==> src/rtl/jt89_wrfifo.sv <==
// jt89_wrfifo: CPU-side write FIFO that replays bytes to a jt89 PSG core.
// Macro JT89_WRFIFO_TIMEOUT_EN adds a WAIT_RDY watchdog that sets tmo.
//
// Ports:
//   clk, rst_n            clock, synchronous active-low reset
//   cpu_wr, cpu_din       one-cycle push strobe and byte
//   cpu_full, cpu_empty   FIFO status (registered)
//   cpu_level             entry count, 0..2**AW
//   ovf, ovf_clr          sticky dropped-push flag and its clear
//   tmo                   sticky watchdog flag (0 without the macro)
//   psg_din/cs_n/wr_n     write bus towards jt89
//   psg_ready             jt89 ready
module jt89_wrfifo #(
  parameter int AW         = 3,
  parameter int STROBE_LEN = 2,
  parameter int TMO_CYC    = 255
) (
  input  logic        clk,
  input  logic        rst_n,
  input  logic        cpu_wr,
  input  logic [7:0]  cpu_din,
  output logic        cpu_full,
  output logic        cpu_empty,
  output logic [AW:0] cpu_level,
  output logic        ovf,
  input  logic        ovf_clr,
  output logic        tmo,
  output logic [7:0]  psg_din,
  output logic        psg_cs_n,
  output logic        psg_wr_n,
  input  logic        psg_ready
);

  localparam int          DEPTH = 1 << AW;
  localparam logic [AW:0] FULL_LVL = (AW+1)'(DEPTH);
  localparam logic [3:0]  SLEN = 4'(STROBE_LEN);

  if (STROBE_LEN < 2 || STROBE_LEN > 15) begin : g_bad_strobe
    $error("jt89_wrfifo: STROBE_LEN out of range 2..15");
  end
  if (TMO_CYC < 1 || TMO_CYC > 255) begin : g_bad_tmo
    $error("jt89_wrfifo: TMO_CYC out of range 1..255");
  end

  typedef enum logic [1:0] {
    IDLE,
    STROBE,
    WAIT_RDY
  } state_t;

  logic [7:0]    mem [DEPTH];
  logic [AW-1:0] wr_ptr;
  logic [AW-1:0] rd_ptr;
  logic [AW:0]   level_nxt;
  state_t        state;
  state_t        state_nxt;
  logic [3:0]    scnt;
  logic [3:0]    scnt_nxt;
  logic          cs_nxt;
  logic [7:0]    din_nxt;
  logic          pop;
  logic          push_ok;
  logic          drop;
  logic          wait_enter;
  logic          tmo_hit;

  // Full is the registered flag, so a same-cycle pop cannot rescue a push.
  always_comb begin
    push_ok = cpu_wr & ~cpu_full;
    drop    = cpu_wr & cpu_full;
  end

  always_comb begin
    level_nxt = cpu_level;
    unique case ({push_ok, pop})
      2'b10:   level_nxt = cpu_level + 1'b1;
      2'b01:   level_nxt = cpu_level - 1'b1;
      default: level_nxt = cpu_level;
    endcase
  end

  always_ff @(posedge clk) begin
    if (push_ok) mem[wr_ptr] <= cpu_din;
  end

  always_ff @(posedge clk) begin
    if (!rst_n) begin
      wr_ptr    <= '0;
      rd_ptr    <= '0;
      cpu_level <= '0;
      cpu_full  <= 1'b0;
      cpu_empty <= 1'b1;
      ovf       <= 1'b0;
    end else begin
      if (push_ok) wr_ptr <= wr_ptr + 1'b1;
      if (pop)     rd_ptr <= rd_ptr + 1'b1;
      cpu_level <= level_nxt;
      cpu_full  <= (level_nxt == FULL_LVL);
      cpu_empty <= (level_nxt == '0);
      if (drop)         ovf <= 1'b1;
      else if (ovf_clr) ovf <= 1'b0;
    end
  end

  // scnt counts low cycles; entry from IDLE is the first one.
  always_comb begin
    state_nxt  = state;
    scnt_nxt   = scnt;
    cs_nxt     = psg_cs_n;
    din_nxt    = psg_din;
    pop        = 1'b0;
    wait_enter = 1'b0;
    unique case (state)
      IDLE: begin
        if (!cpu_empty && psg_ready) begin
          pop       = 1'b1;
          din_nxt   = mem[rd_ptr];
          cs_nxt    = 1'b0;
          scnt_nxt  = 4'd1;
          state_nxt = STROBE;
        end
      end
      STROBE: begin
        if (scnt == SLEN) begin
          cs_nxt     = 1'b1;
          wait_enter = 1'b1;
          state_nxt  = WAIT_RDY;
        end else begin
          scnt_nxt = scnt + 1'b1;
        end
      end
      WAIT_RDY: begin
        if (psg_ready || tmo_hit) state_nxt = IDLE;
      end
      default: state_nxt = IDLE;
    endcase
  end

  always_ff @(posedge clk) begin
    if (!rst_n) begin
      state    <= IDLE;
      scnt     <= '0;
      psg_cs_n <= 1'b1;
      psg_wr_n <= 1'b1;
      psg_din  <= '0;
    end else begin
      state    <= state_nxt;
      scnt     <= scnt_nxt;
      psg_cs_n <= cs_nxt;
      psg_wr_n <= cs_nxt;
      psg_din  <= din_nxt;
    end
  end

`ifdef JT89_WRFIFO_TIMEOUT_EN
  localparam logic [7:0] TLIM = 8'(TMO_CYC - 1);

  logic [7:0] tcnt;

  // tcnt is 0 in the first WAIT_RDY cycle, so the hit
  // lands at the end of the TMO_CYC-th waiting cycle.
  always_comb begin
    tmo_hit = (state == WAIT_RDY) && !psg_ready
            && (tcnt == TLIM);
  end

  always_ff @(posedge clk) begin
    if (!rst_n) begin
      tcnt <= '0;
      tmo  <= 1'b0;
    end else begin
      if (wait_enter)             tcnt <= '0;
      else if (state == WAIT_RDY) tcnt <= tcnt + 1'b1;
      if (tmo_hit) tmo <= 1'b1;
    end
  end
`else
  always_comb tmo_hit = 1'b0;
  assign tmo = 1'b0;
`endif

endmodule

==> config.mk <==
export PLATFORM = sky130hd
export DESIGN_NAME = jt89_wrfifo
export DESIGN_NICKNAME = d
export VERILOG_FILES = /design/src/rtl/jt89_wrfifo.sv
export SDC_FILE = /design/constraint.sdc
export NUM_CORES = 1
export LEC_CHECK = 0
export ABC_AREA = 1
export CAP_MARGIN = 20
export CORE_UTILIZATION = 57
export CTS_CLUSTER_SIZE = 28
export DETAILED_ROUTE_END_ITERATION = 8
export PLACE_DENSITY = 0.79
export SLEW_MARGIN = 20
export SYNTH_ARGS = -nofsm -noshare
export SYNTH_HDL_FRONTEND = slang
export SYNTH_SLANG_ARGS = --single-unit
==> constraint.sdc <==
create_clock -name clk -period 2.8 [get_ports clk]
set_clock_uncertainty 0.15 [all_clocks]
set_input_delay 0.56 -clock clk [delete_from_list [all_inputs] [get_ports clk]]
set_output_delay 0.56 -clock clk [all_outputs]
set_load 0.02 [all_outputs]
==> impl_metrics.json <==
{
  "grt_max_degree": 35,
  "utilization_pct": 69.5,
  "synth_area_mm2": 0.00377,
  "via_per_inst": 5.53,
  "ys.flop_type": "edfxtp_1",
  "drt-pass1-iter-count": 5,
  "crit_chain": "clkdlybuf4s50_1 > inv_1 > nor2_1 > nand2_2 > inv_1 > ha_1 > nand2_1 > inv_1 > nor2_2 > ha_1 > inv_1 > o21ai_0 > nor2_1 > nand3_1 > nand2_1 > nand2_1 > inv_1",
  "area_growth_pct": 17.1,
  "fp.coreArea_mm2": 0.00635,
  "drc": 0,
  "initial_core_util_pct": 59.4,
  "synthDistinctLibCells": 23,
  "relSlewSlack_pct": 61.5,
  "clockRootBuffer": "clkbuf_8",
  "max_freq_mhz": 389,
  "layout_commonest_cell": "nor2_1",
  "syn_inst": 362,
  "postRouteAntennaNets": 0,
  "critPathMaxFanout": 4,
  "synth_area_per_cell_um2": 10.4,
  "fin_nets": 424,
  "min_path_type": "reg2reg",
  "status": "completed",
  "r2r-start": "state[1]",
  "regToRegSetupSlack_ns": 0.58,
  "grt_pass1_wl_um": 12300,
  "ctsHoldBuffers": 0,
  "gp_congestion": 0.861,
  "grt_pass1_vias": 2540,
  "slew_viol_final": 0,
  "antenna_found_initial": 0,
  "insertion_delay_ns": 0.35,
  "synthesis.yosys.warnings": 0,
  "cts-buffers-inserted": 9,
  "crit_top_cell": "inv_1",
  "synthTopCellsByArea": "edfxtp_1, dfxtp_1, nor2_1",
  "hold_viol": 0,
  "dp_slack_ns": -0.000707,
  "drive_gt1_share_pct": 8.80,
  "clockBufferDepth": 2,
  "p_per_area_mw_per_mm2": 822,
  "tightest_slew_ns": 0.576,
  "rsz0062_at_grt": "false",
  "h-tree-depth": 3,
  "async_flop_share_pct": 0,
  "path_class": "in2reg",
  "synth_edf_count": 64,
  "vias": 2687,
  "final_min_period_over_clock_period_pct": 91.8,
  "cpMaxStageDelayCell": "clkdlybuf4s50_1",
  "worstHoldEndpoint": "ovf",
  "worstPathArrival_ns": 2.68,
  "wl_um": 7530,
  "worstSetupStartpointType": "input pin",
  "post_cts_buffers": 0,
  "min_from": "ovf",
  "ys_seq_area_share_pct": 65.8,
  "worstReg2RegEnd": "cpu_empty",
  "cap_violations": 0,
  "ctsResizeCount": 0,
  "setup_violations": 0,
  "worstHoldPathCells": 2,
  "slowest_delay_ns": 0.46,
  "ir_worst_vdd_mv": 0.516,
  "leakagePower_nw": 1.67,
  "fp.dieH_um": 83.3,
  "mostFrequentLayoutCells": "nor2_1, edfxtp_1, nand2_1",
  "setup_ws_ns": 0.229,
  "reg2reg_depth": 15,
  "grt_util_all_layers_pct": 23.1,
  "top_level_ports": 31,
  "wl_per_cell_um": 15.5,
  "synth-seq-cells": 92,
  "synth_top_area_share_pct": 51.0,
  "min_period_ns": 2.57,
  "synth_top_cell_by_area": "edfxtp_1",
  "seqCellArea_mm2": 0.00248,
  "numPortBuffers": 29,
  "num_rows": 29,
  "nFillCells": 445,
  "syn_nets": 382,
  "hpwlAfterDp_um": 4830,
  "final_area_mm2": 0.00441,
  "multi_input_area_mm2": 0.00109,
  "first_iter_violations": 239,
  "clkSlewWorstSetupHoldPaths_ns": 0.09,
  "cts_tree": "yes",
  "crit_path_end_kind": "flop",
  "clock_sinks": 92,
  "placed_area_mm2": 0.00420,
  "num_antenna_cells": 0,
  "die_w_um": 83.3,
  "critPathRequiredTime_ns": 2.91,
  "die_area_mm2": 0.00694,
  "grt_overflow_total": 0
}
[final cells by class]
| cell class | count | area share, % |
|---|---|---|
| clock inverter | 7 | 2.04 |
| multi-input combinational | 225 | 24.7 |
| timing repair buffer | 46 | 9.47 |
| tap | 77 | 2.18 |
| sequential | 92 | 56.2 |
| clock buffer | 9 | 2.81 |
| inverter | 30 | 2.55 |
[routing by layer]
layer,share of wire [%],track usage [%],vias to the layer above
li1,-,-,1315
met1,43,31.8,1262
met2,49,37.2,93
met3,6.2,3.98,17
met4,1.9,8.15,0
met5,0,0,-
[sequential cells by signal, summed over array words and instances, names as in the netlist]
name and count:
ovf 1, psg_wr_n 1, psg_din 8, rd_ptr 3, cpu_full 1, wr_ptr 3, scnt 4, cpu_empty 1
mem 64, cpu_level 4, state 2
[worst max-delay path by stage]
stage	end	cells after the start	slack, ns	start
floorplan	cpu_empty	14	0.51	cpu_wr
detailed placement	cpu_empty	17	-0.0007	psg_ready
global placement	cpu_empty	15	0.07	cpu_wr
CTS	cpu_empty	18	0.28	psg_ready
finish	cpu_empty	17	0.23	psg_ready
global route	cpu_empty	17	0.03	psg_ready
[cell usage after synthesis (2+ instances only)]
cell type	instances
o211ai_1	16
ha_1	7
o21ai_0	14
nand3_1	27
nand2_1	44
buf_2	10
edfxtp_1	64
nor3_1	3
inv_2	2
o21ai_1	23
a21oi_1	12
inv_1	27
nor2_1	72
xnor2_1	2
dfxtp_1	28
buf_4	4
[kinds of logic (layout without fill, tap and decap cells)]
| kind of cell | after synthesis | count (layout) | synth area share [%] |
|---|---|---|---|
| compound gates | 65 | 65 | 9.69 |
| other cells | 1 | 1 | 0.0995 |
| buf+inv | 45 | 92 | 5.21 |
| fa+ha+maj | 7 | 7 | 2.32 |
| flops | 92 | 92 | 65.8 |
| simple gates | 150 | 150 | 16.4 |
| xor+xnor | 2 | 2 | 0.465 |
[metrics by stage]
stage	hold slack, ns	instances	total power [mW]	setup TNS [ns]
global placement	0.300	470	2.66	0
CTS	0.316	486	3.64	0
floorplan	0.308	362	2.36	0
detailed placement	0.303	470	2.70	-0.000707
global route	0.348	486	3.83	0
finish	0.313	486	3.63	0
[worst max-delay path: cells and delay by family]
kind	cells	cell delay [ns]
adder cells (fa/ha/maj)	2	0.48
AO/OA/AOI/OAI	1	0.22
AND/OR/NAND/NOR	8	0.64
buffers and inverters	6	0.77
[power by group]
| part | total, mW | internal [mW] | switching [mW] |
|---|---|---|---|
| logic | 0.969 | 0.382 | 0.587 |
| registers | 1.71 | 1.61 | 0.0995 |
| clock network | 0.953 | 0.500 | 0.453 |
| total | 3.63 | 2.49 | 1.14 |
No activity file was read; power rests on OpenSTA's default activity.
